### config.mk
export PLATFORM = sky130hd
export DESIGN_NAME = param_register_file
export DESIGN_NICKNAME = d
export VERILOG_FILES = /design/src/rtl/param_register_file.sv
export SDC_FILE = /design/constraint.sdc
export NUM_CORES = 1
export LEC_CHECK = 0
export ABC_AREA = 1
export BUFFER_PORTS_ARGS = -buffer_cell sky130_fd_sc_hd__buf_4
export CORE_ASPECT_RATIO = 1.4
export CORE_MARGIN = 1
export CORE_UTILIZATION = 35
export CTS_CLUSTER_DIAMETER = 30
export DETAILED_ROUTE_END_ITERATION = 7
export HOLD_SLACK_MARGIN = 0.02
export PLACE_DENSITY = 0.61
export RECOVER_POWER = 50
export SKIP_CTS_REPAIR_TIMING = 1
export SYNTH_ARGS = -nofsm -noshare
export SYNTH_HDL_FRONTEND = slang
export SYNTH_SLANG_ARGS = --single-unit
### constraint.sdc
create_clock -name clk -period 4.21 [get_ports clk]
set_input_delay 0.421 -clock clk [delete_from_list [all_inputs] [get_ports clk]]
set_output_delay 0.421 -clock clk [all_outputs]
set_load 0.05 [all_outputs]
### src/rtl/param_register_file.sv
// WIDTH x DEPTH register file: two combinational read ports, one synchronous write
// port, and a sequenced bulk-clear engine. Define RF_BYPASS_EN for write-to-read forwarding.
module param_register_file #(
  parameter  int WIDTH = 16,
  parameter  int DEPTH = 4,
  localparam int AW    = $clog2(DEPTH)
) (
  input  logic             clk,
  input  logic             rst,
  input  logic [AW-1:0]    rd_addr1,
  input  logic [AW-1:0]    rd_addr2,
  output logic [WIDTH-1:0] rd_data1,
  output logic [WIDTH-1:0] rd_data2,
  input  logic             wr_en,
  input  logic [AW-1:0]    wr_addr,
  input  logic [WIDTH-1:0] wr_data,
  input  logic             clr_req,
  output logic             clr_busy,
  output logic             clr_done
);

  typedef enum logic [1:0] {
    IDLE,
    CLEAR,
    DONE
  } state_e;

  localparam logic [AW-1:0] LAST_IDX = AW'(DEPTH - 1);

  state_e           state_q, state_d;
  logic [AW-1:0]    ptr_q, ptr_d;
  logic [WIDTH-1:0] regs_q [DEPTH];
  logic [WIDTH-1:0] regs_d [DEPTH];

  logic wr_in_range, rd1_in_range, rd2_in_range;
  logic wr_accept;

  // Addresses past DEPTH only exist when DEPTH is not a power of two.
  if (DEPTH == (1 << AW)) begin : g_full_range
    assign wr_in_range  = 1'b1;
    assign rd1_in_range = 1'b1;
    assign rd2_in_range = 1'b1;
  end else begin : g_partial_range
    assign wr_in_range  = (wr_addr  < AW'(DEPTH));
    assign rd1_in_range = (rd_addr1 < AW'(DEPTH));
    assign rd2_in_range = (rd_addr2 < AW'(DEPTH));
  end

  assign wr_accept = wr_en && (state_q != CLEAR) && wr_in_range;

  // NOTE: every signal written here gets a default first so no latch is inferred.
  always_comb begin
    state_d  = state_q;
    ptr_d    = ptr_q;
    regs_d   = regs_q;
    clr_busy = 1'b0;
    clr_done = 1'b0;

    unique case (state_q)
      IDLE: begin
        if (clr_req) begin
          state_d = CLEAR;
          ptr_d   = '0;
        end
      end
      CLEAR: begin
        clr_busy      = 1'b1;
        regs_d[ptr_q] = '0;
        if (ptr_q == LAST_IDX) begin
          state_d = DONE;
          ptr_d   = '0;
        end else begin
          ptr_d = ptr_q + 1'b1;
        end
      end
      DONE: begin
        clr_done = 1'b1;
        state_d  = IDLE;
      end
      default: state_d = IDLE;
    endcase

    // A user write never collides with the clear walk: wr_accept is low in CLEAR.
    if (wr_accept) regs_d[wr_addr] = wr_data;
  end

  // NOTE: sequential state uses non-blocking assignments only. The storage array is
  // reset as well, because an asynchronous reset must leave every register reading 0.
  always_ff @(posedge clk or posedge rst) begin
    if (rst) begin
      state_q <= IDLE;
      ptr_q   <= '0;
      for (int i = 0; i < DEPTH; i++) regs_q[i] <= '0;
    end else begin
      state_q <= state_d;
      ptr_q   <= ptr_d;
      for (int i = 0; i < DEPTH; i++) regs_q[i] <= regs_d[i];
    end
  end

  always_comb begin
    rd_data1 = '0;
    rd_data2 = '0;
    if (rd1_in_range) rd_data1 = regs_q[rd_addr1];
    if (rd2_in_range) rd_data2 = regs_q[rd_addr2];
`ifdef RF_BYPASS_EN
    if (wr_accept && (wr_addr == rd_addr1)) rd_data1 = wr_data;
    if (wr_accept && (wr_addr == rd_addr2)) rd_data2 = wr_data;
`endif
  end

endmodule

==> flow_metrics.env, run 1 <==
export IMPL_dieArea_mm2=0.0132
export IMPL_maxCapViolCount=1
export IMPL_multi_input_area_mm2=0.00218
export IMPL_drv_slew=0
export IMPL_hold_viol=0
export IMPL_gp_congestion=0.816
export IMPL_hp_start="wr_data[13]"
export IMPL_yosysUniqueCellTypes=20
export IMPL_ys_ff_latch=68
export IMPL_cts_tree="done"
export IMPL_syn_inst=679
export IMPL_synth_avg_cell_area_um2=6.55
export IMPL_fmax_mhz=381
export IMPL_crit_path_top_delay_cell="nand2_1"
export IMPL_timing_final_crit_share_pct=62.3
export IMPL_period_minus_slack_ns=2.62
export IMPL_fp_dieH_um=135
export IMPL_seq_area_frac_synth_pct=38.3
export IMPL_finalPower_uw=3320
export IMPL_cts_buffers=9
export IMPL_path_cells="inv_1 > nand2_1 > nand3_1 > nand2_1 > nand2_1"
export IMPL_fin_worst_skew_ns=0.00481
export IMPL_worst_setup_path_type="reg -> reg"
export IMPL_timing_rr_start="state_q[1]"
export IMPL_grtUsageTotal_pct=21.2
export IMPL_seqCellArea_mm2=0.00170
export IMPL_clock_path_buffers=2
export IMPL_vdd_drop_max_mv=0.549
export IMPL_drc=0
export IMPL_pwr_share_comb_pct=47.5
export IMPL_hold_path_class="in -> reg"
export IMPL_netlist_area_mm2=0.00445
export IMPL_first_iter_violations=350
export IMPL_swShare_pct=47.5
export IMPL_antenna_found_initial=0
export IMPL_drive_above_1_share_pct=10.8
export IMPL_final_core_util_pct=41.4
export IMPL_violations="capacitance limit"
export IMPL_h_tree_depth=3
export IMPL_grt_pass1_vias=4235
export IMPL_design_area_mm2=0.00512
export IMPL_worstMarginPinSlew_ns=1.49
export IMPL_switchingPower_uw=1580
export IMPL_cp_start_kind="flop"
export IMPL_vias=4463
export IMPL_portBuffers=59
export IMPL_clkSinkCount=68
export IMPL_place_area_mm2=0.00488
export IMPL_slew_headroom_pct=0.458
export IMPL_setup_viol=0
export IMPL_crit_arrival_ns=2.84
export IMPL_wl_per_cell_um=15.7
export IMPL_nets=735
export IMPL_holdWs_ns=0.382
export IMPL_clkPwrFrac_pct=20.6
export IMPL_wl_mm=13.5
export IMPL_insertion_delay_ns=0.33
export IMPL_yosys_warnings=0
export IMPL_end_kind="flop"
export IMPL_syn_to_final_growth_pct=15.1
export IMPL_dr_pass1_iters=5
export IMPL_grt_max_degree=69
export IMPL_grt_first_pass_wirelength_mm=22.1
export IMPL_initial_utilization_pct=35.9
export IMPL_core_region_area_mm2=0.0124
export IMPL_n_antenna_cell=0
export IMPL_worstRegToRegCells=5
export IMPL_rows=48
export IMPL_min_path_cells=3
export IMPL_p_leak_uw=0.00301
export IMPL_slowest_delay_ns=0.89
export IMPL_syn_num_nets=709
export IMPL_p_seq_share_pct=31.9
export IMPL_cts_root_buffer="clkbuf_16"
export IMPL_rrSetupSlack_ns=1.59
export IMPL_path_clk_slew_ns=0.05
export IMPL_power_per_cell_area_mw_per_mm2=648
export IMPL_fill_cells=1298
export IMPL_outcome="finished, violations left"
export IMPL_overflow=0
export IMPL_rsz0062_at_grt="no"
export IMPL_cpMostUsedCell="nand2_1"
export IMPL_cp_required_ns=4.42
export IMPL_die_x_um=97.3
export IMPL_viasPerCell=5.19
export IMPL_p_int_uw=1740
export IMPL_cp_startpoint="state_q[1]"
export IMPL_drtAntennaViolNets=0
export IMPL_io_pins=60
export IMPL_finalSetupTns_ns=0
export IMPL_place_detailed_hpwl_mm=8.91
export IMPL_crit_path_max_fanout=34
cells in the final DEF (no fill, tap or decap):
cell type | Yosys | routed
a21boi_1 | 1 | 1
dfrtp_1 | 68 | 68
clkbuf_16 | 0 | 9
clkbuf_4 | 0 | 1
clkinv_1 | 1 | 1
o211ai_1 | 32 | 32
clkinv_2 | 0 | 2
nor2_1 | 18 | 19
nand2_1 | 310 | 311
buf_4 | 4 | 58
clkbuf_8 | 0 | 1
nand3_1 | 3 | 4
nand4_1 | 64 | 64
inv_1 | 88 | 89
ha_1 | 4 | 4
nand3_2 | 4 | 3
clkbuf_1 | 11 | 6
o21ai_0 | 34 | 34
nor2_2 | 3 | 3
layer usage:
metal | vias up | wire, um | GRT usage [%]
met5 | - | 0 | 0
li1 | 2214 | - | -
met4 | 0 | 355 | 9.72
met3 | 33 | 819 | 2.73
met1 | 2029 | 5720 | 26.4
met2 | 187 | 6620 | 36.6
sequential cells by signal, indices dropped and copies added (netlist names):
signal and flops:
regs_q 64, ptr_q 2, state_q 2
critical path: cells and delay by family, from the launching register on:
kind          cells  cell delay, ns
buf+inv           1            0.10
simple gates      4            2.04
flops             1            0.35
final timing paths:
kind	end
worst max-delay path	regs_q[11]
worst min-delay path	regs_q[45]
worst max register to register	regs_q[11]
worst min register to register	regs_q[55]
max in group asynchronous	regs_q[8]
min in group asynchronous	ptr_q[0]
cell families (layout without fill, tap and decap cells):
family                     after synthesis  count (layout)  synth area share [%]
AOI/OAI and AO/OA                       67              67                  9.40
adders and majority gates                4               4                  1.13
buffers and inverters                  136             167                  12.4
DFF                                     68              68                  38.3
and+or+nand+nor                        404             404                  38.8
stage by stage:
step | instances | setup WS [ns]
2_1_floorplan | 679 | 2.08
3_3_place_gp | 844 | 2.04
3_5_place_dp | 844 | 1.98
6_report | 860 | 1.59
4_1_cts | 860 | 2.02
5_1_grt | 860 | 1.33
power groups by stage:
stage / clock network, uW / logic, uW / registers [uW]
2_1_floorplan: 0 / 1200 / 1020
3_3_place_gp: 0 / 1560 / 1050
3_5_place_dp: 0 / 1580 / 1070
4_1_cts: 691 / 1590 / 1060
5_1_grt: 718 / 1760 / 1090
6_report: 683 / 1580 / 1060
cell usage after synthesis (all sizes together):
master | count | area, um2
clkinv | 1 | 3.75
nand4 | 64 | 400
nand2 | 311 | 1170
buf | 35 | 174
nor2 | 22 | 97.6
o21ai | 34 | 170
ha | 4 | 50.1
inv | 89 | 334
clkbuf | 11 | 41.3
o211ai | 32 | 240
nand3 | 7 | 55.1
dfrtp | 68 | 1700
a21boi | 1 | 7.51
final cells by class:
class / count / area share [%]
Clock buffer: 14 / 4.96
Clock inverter: 2 / 0.196
Inverter: 90 / 6.60
Multi-Input combinational cell: 475 / 42.5
Sequential cell: 68 / 33.3
Tap cell: 150 / 3.67
Timing Repair Buffer: 61 / 8.80
(Power assumes the default switching activity.)
==> inputs of run 2 (changes only) <==
--- a/config.mk
+++ b/config.mk
@@ -5,7 +5,7 @@
 export SDC_FILE = /design/constraint.sdc
 export NUM_CORES = 1
 export LEC_CHECK = 0
-export ABC_AREA = 1
+export ABC_AREA = 0
 export BUFFER_PORTS_ARGS = -buffer_cell sky130_fd_sc_hd__buf_4
 export CORE_ASPECT_RATIO = 1.4
 export CORE_MARGIN = 1
@@ -13,7 +13,7 @@
 export CTS_CLUSTER_DIAMETER = 30
 export DETAILED_ROUTE_END_ITERATION = 7
 export HOLD_SLACK_MARGIN = 0.02
-export PLACE_DENSITY = 0.61
+export PLACE_DENSITY = 0.64
 export RECOVER_POWER = 50
 export SKIP_CTS_REPAIR_TIMING = 1
 export SYNTH_ARGS = -nofsm -noshare
==> constraint.sdc (replaced) <==
create_clock -name clk -period 2.3 [get_ports clk]
set_input_delay 0.23 -clock clk [delete_from_list [all_inputs] [get_ports clk]]
set_output_delay 0.23 -clock clk [all_outputs]
set_load 0.05 [all_outputs]
==> flow_metrics.env, run 2 <==
export IMPL_outcome="completed"
export IMPL_grt_max_degree=49
export IMPL_multi_input_area_mm2=0.00181
export IMPL_synth_top_family_by_area="multiplexers"
export IMPL_syn_inst=290
export IMPL_final_common_cell="dfrtp_1"
export IMPL_synth_edf_count=0
export IMPL_crit_path_max_fanout=16
export IMPL_place_detailed_hpwl_mm=5.96
export IMPL_slowest_delay_ns=0.54
export IMPL_reg_top3="regs_q x64, ptr_q x2, state_q x2"
export IMPL_dieArea_mm2=0.0110
export IMPL_worst_setup_path_type="reg -> reg"
export IMPL_vias=2534
export IMPL_grtUsageTotal_pct=17.1
export IMPL_viasPerCell=5.14
export IMPL_postSynth_asyncResetShare_pct=100
export IMPL_gp_congestion=0.739
export IMPL_rows=44
export IMPL_hp_start="clr_req"
export IMPL_initial_utilization_pct=35.8
export IMPL_muxShareOfSynthArea_pct=37.0
export IMPL_fmax_mhz=562
export IMPL_seq_area_frac_synth_pct=45.9
export IMPL_setup_viol=0
export IMPL_wl_per_cell_um=17.6
export IMPL_overflow=0
export IMPL_first_iter_violations=90
export IMPL_timing_rr_start="state_q[1]"
export IMPL_drc=0
export IMPL_r2r_end="regs_q[41]"
export IMPL_synth_most_common_cell="dfrtp_1"
export IMPL_rsz0062_at_grt="no"
export IMPL_cts_tree="done"
export IMPL_clkSinkCount=68
export IMPL_timing_final_crit_share_pct=77.4
export IMPL_synth_avg_cell_area_um2=12.8
export IMPL_power_per_cell_area_mw_per_mm2=1400
export IMPL_end_kind="flop"
export IMPL_fp_dieH_um=124
export IMPL_wl_mm=8.66
export IMPL_core_region_area_mm2=0.0103
export IMPL_insertion_delay_ns=0.32
export IMPL_io_pins=60
export IMPL_seqCellArea_mm2=0.00170
export IMPL_path_cells="nand2b_1 > nand4b_1 > clkbuf_2 > mux2i_1"
export IMPL_hold_viol=0
export IMPL_synth_top_area_share_pct=45.9
export IMPL_portBuffers=59
export IMPL_fin_worst_skew_ns=0.00411
export IMPL_largest_register="regs_q"
export IMPL_cts_root_buffer="clkbuf_16"
export IMPL_synth_area_top_cells="dfrtp_1 (46%), mux4_2 (19%), mux2i_1 (18%)"
export IMPL_dpl_worst_slack_ns=0.668
export IMPL_yosys_warnings=0
export IMPL_p_leak_uw=0.00229
export IMPL_min_path_cells=3
export IMPL_fill_cells=1015
export IMPL_final_cell_mix="dfrtp_1 (68), nand2_1 (66), mux2i_1 (65)"
export IMPL_drtAntennaViolNets=0
export IMPL_path_clk_slew_ns=0.05
export IMPL_syn_num_nets=320
export IMPL_crit_path_top_delay_cell="clkbuf_2"
export IMPL_worst_slack_ns=0.520
export IMPL_cp_start_kind="flop"
export IMPL_synth_top_area_cell="dfrtp_1"
export IMPL_largest_reg_flops=64
export IMPL_dr_pass1_iters=4
export IMPL_syn_to_final_growth_pct=23.7
export IMPL_synth_simple_area_share_pct=9.79
export IMPL_netlist_area_mm2=0.00371
export IMPL_crit_arrival_ns=2.01
export IMPL_synthXorXnorAreaFrac_pct=0
export IMPL_synth_compound_area_share_pct=0.641
export IMPL_antenna_found_initial=0
export IMPL_finalSetupTns_ns=0
export IMPL_grt_first_pass_wirelength_mm=13.8
export IMPL_yosysUniqueCellTypes=23
export IMPL_grt_pass1_vias=2669
export IMPL_n_antenna_cell=0
export IMPL_slew_headroom_pct=42.9
export IMPL_cts_buffers=9
export IMPL_ys_ff_latch=68
export IMPL_h_tree_depth=3
export IMPL_nets=381
export IMPL_hold_path_end="state_q[0]"
export IMPL_vdd_drop_max_mv=0.352
export IMPL_synth_ff_type="dfrtp_1"
export IMPL_rrSetupSlack_ns=0.52
export IMPL_cp_required_ns=2.53
export IMPL_holdWs_ns=0.171
export IMPL_clock_path_buffers=2
export IMPL_hold_path_class="in -> reg"
export IMPL_drive_above_1_share_pct=33.2
export IMPL_die_x_um=89.0
export IMPL_maxCapViolCount=0
export IMPL_worstMarginPinSlew_ns=0.856
export IMPL_worstRegToRegCells=4
export IMPL_drv_slew=0
export IMPL_synth_fa_ha_area_share_pct=1.35
export IMPL_period_minus_slack_ns=1.78
export IMPL_synthTopCellsByCount="dfrtp_1 (68), nand2_1 (66), mux2i_1 (65)"
## run 2: kinds of logic after synthesis
group,Yosys count
buffers and inverters,41
AO/OA/AOI/OAI,3
flip-flops,68
adder cells (fa/ha/maj),4
multiplexers,97
AND/OR/NAND/NOR,77
## run 2: worst max-delay path by stage
stage	from	end	slack (ns)	depth (start not counted)
after detailed placement	state_q[1]	regs_q[63]	0.67	5
after floorplan	rst	ptr_q[0]	0.36	1
final	state_q[1]	regs_q[41]	0.52	4
after global placement	rd_addr2[0]	rd_data2[4]	0.73	3
after CTS	regs_q[3]	rd_data1[3]	0.65	2
after global routing	state_q[1]	regs_q[41]	0.37	4
## run 2: final cells by class
class | count | area share, %
tap | 138 | 3.77
sequential | 68 | 37.1
inverter | 22 | 1.86
timing repair buffer | 69 | 11.4
clock buffer | 10 | 5.21
multi-input combinational | 181 | 39.5
clock inverter | 5 | 1.15
## run 2: critical path: cells and delay by family (launching register included)
kind | cells | cell delay (ns)
buf+inv | 1 | 0.54
flops | 1 | 0.43
mux | 1 | 0.26
simple gates | 2 | 0.45
## run 2: report_power, final
group	switching, uW	internal (uW)	leakage (uW)
registers	413	1710	0.000909
clock network	483	856	0.000144
logic	1830	1140	0.00124
total	2720	3700	0.00229
## run 2: layer usage
| metal | vias up | track usage (%) | share of wire [%] |
|---|---|---|---|
| li1 | 1147 | - | - |
| met1 | 1305 | 21.4 | 44 |
| met2 | 68 | 29.2 | 51 |
| met3 | 14 | 2.45 | 3.0 |
| met4 | 0 | 7.54 | 2.5 |
| met5 | - | 0 | 0 |
## run 2: stage by stage
step	utilization (%)	area (um2)	std cells	power, uW
6_report	44.3	4580	493	6430
3_5_place_dp	41.5	4300	477	5150
5_1_grt	44.3	4580	493	6800
4_1_cts	44.4	4590	492	6490
2_1_floorplan	-	3710	290	4250
3_3_place_gp	41.5	4300	477	5050
==> inputs of run 3 (changes only) <==
--- a/config.mk
+++ b/config.mk
@@ -5,7 +5,7 @@
 export SDC_FILE = /design/constraint.sdc
 export NUM_CORES = 1
 export LEC_CHECK = 0
-export ABC_AREA = 0
+export ABC_AREA = 1
 export BUFFER_PORTS_ARGS = -buffer_cell sky130_fd_sc_hd__buf_4
 export CORE_ASPECT_RATIO = 1.4
 export CORE_MARGIN = 1
@@ -13,7 +13,7 @@
 export CTS_CLUSTER_DIAMETER = 30
 export DETAILED_ROUTE_END_ITERATION = 7
 export HOLD_SLACK_MARGIN = 0.02
-export PLACE_DENSITY = 0.64
+export PLACE_DENSITY = 0.63
 export RECOVER_POWER = 50
 export SKIP_CTS_REPAIR_TIMING = 1
 export SYNTH_ARGS = -nofsm -noshare
==> constraint.sdc (replaced) <==
create_clock -name clk -period 1.6 [get_ports clk]
set_input_delay 0.16 -clock clk [delete_from_list [all_inputs] [get_ports clk]]
set_output_delay 0.16 -clock clk [all_outputs]
set_load 0.05 [all_outputs]
==> flow_metrics.env, run 3 (synthesis results as in run 1) <==
export IMPL_cp_required_ns=1.44
export IMPL_hold_viol=0
export IMPL_first_iter_violations=395
export IMPL_maxCapViolCount=0
export IMPL_power_per_cell_area_mw_per_mm2=1710
export IMPL_end_kind="output port"
export IMPL_p_leak_uw=0.00316
export IMPL_final_cell_mix="nand2_1 (310), inv_1 (86), buf_4 (74)"
export IMPL_dieArea_mm2=0.0132
export IMPL_hp_start="wr_data[5]"
export IMPL_grtUsageTotal_pct=22.7
export IMPL_portBuffers=59
export IMPL_n_antenna_cell=0
export IMPL_insertion_delay_ns=0.34
export IMPL_r2r_end="regs_q[1]"
export IMPL_nets=759
export IMPL_min_path_cells=3
export IMPL_path_clk_slew_ns=0.06
export IMPL_cts_buffers=9
export IMPL_final_core_util_pct=43.9
export IMPL_rsz0062_at_grt="no"
export IMPL_hold_path_class="in -> reg"
export IMPL_die_x_um=97.3
export IMPL_place_detailed_hpwl_mm=9.65
export IMPL_clkSinkCount=68
export IMPL_worstRegToRegCells=6
export IMPL_grt_max_degree=69
export IMPL_hold_path_end="regs_q[5]"
export IMPL_place_inst=867
export IMPL_clock_path_buffers=2
export IMPL_cts_root_buffer="clkbuf_16"
export IMPL_wl_per_cell_um=16.4
export IMPL_vdd_drop_max_mv=1.12
export IMPL_fin_cells=884
export IMPL_drc=0
export IMPL_timing_rr_start="state_q[1]"
export IMPL_cts_tree="done"
export IMPL_final_common_cell="nand2_1"
export IMPL_crit_arrival_ns=1.32
export IMPL_syn_to_final_growth_pct=22.1
export IMPL_antenna_found_initial=0
export IMPL_wl_mm=14.5
export IMPL_io_pins=60
export IMPL_rrSetupSlack_ns=0.14
export IMPL_slew_headroom_pct=39.0
export IMPL_largest_register="regs_q"
export IMPL_outcome="completed"
export IMPL_worstMarginPinSlew_ns=0.915
export IMPL_fmax_mhz=675
export IMPL_grt_pass1_vias=4308
export IMPL_overflow=0
export IMPL_largest_reg_flops=64
export IMPL_core_region_area_mm2=0.0124
export IMPL_fin_worst_skew_ns=0.00305
export IMPL_crit_path_max_fanout=2
export IMPL_h_tree_depth=3
export IMPL_holdWs_ns=0.120
export IMPL_cp_start_kind="flop"
export IMPL_viasPerCell=5.32
export IMPL_dr_pass1_iters=5
export IMPL_grt_first_pass_wirelength_mm=23.0
export IMPL_timing_final_crit_share_pct=92.5
export IMPL_setup_viol=0
export IMPL_fill_cells=1272
export IMPL_worst_setup_path_type="reg -> out"
export IMPL_drive_above_1_share_pct=15.0
export IMPL_period_minus_slack_ns=1.48
export IMPL_drv_slew=0
export IMPL_drtAntennaViolNets=0
export IMPL_reg_top3="regs_q x64, ptr_q x2, state_q x2"
export IMPL_initial_utilization_pct=35.9
export IMPL_fp_dieH_um=135
export IMPL_vias=4701
export IMPL_rows=48
export IMPL_gp_congestion=0.864
run 3: how the worst max path moves through the flow:
stage	startpoint	to	slack, ns	cells after the start
floorplan	state_q[1]	ptr_q[1]	0.24	6
global placement	state_q[1]	regs_q[48]	0.19	5
detailed placement	state_q[1]	regs_q[59]	0.06	5
CTS	state_q[1]	clr_busy	-0.06	4
global route	regs_q[50]	rd_data2[2]	0.03	5
finish	regs_q[57]	rd_data2[9]	0.12	5
run 3: layout make-up:
| class | count | area (um2) | share of cell area [%] |
|---|---|---|---|
| clock buffers | 12 | 256 | 4.72 |
| clock inverters | 4 | 47.5 | 0.876 |
| inverters | 90 | 342 | 6.29 |
| multi-input cells | 475 | 2200 | 40.4 |
| flip-flops and latches | 68 | 1700 | 31.3 |
| well taps | 150 | 188 | 3.46 |
| repair buffers | 85 | 698 | 12.9 |
run 3: routing by layer:
layer / track usage (%) / vias to the layer above / wire [um]
li1: - / 2257 / -
met1: 29.8 / 2206 / 6250
met5: 0 / - / 0
met4: 9.80 / 0 / 392
met3: 3.41 / 30 / 1010
met2: 37.2 / 208 / 6860
run 3: critical path: stages (launching register included):
cell     delay (ns)
dfrtp_1        0.35
inv_1          0.05
o21ai_0        0.17
nand2_1        0.08
nand2_1        0.12
buf_4          0.21
run 3: where the power goes:
| group | total, uW | internal, uW | switching (uW) |
|---|---|---|---|
| clock network | 2030 | 1290 | 746 |
| logic | 4450 | 1330 | 3120 |
| registers | 2810 | 2360 | 451 |
| total | 9290 | 4970 | 4320 |
run 3: per-stage QoR:
stage,instance area [um2],TNS (ns),worst slack [ns],power (uW)
6_report,5430,0,0.119,9290
5_1_grt,5430,0,0.0257,9880
4_1_cts,5440,-0.0592,-0.0592,9310
3_5_place_dp,5140,0,0.0604,7260
3_3_place_gp,5140,0,0.186,7140
2_1_floorplan,4450,0,0.238,5870
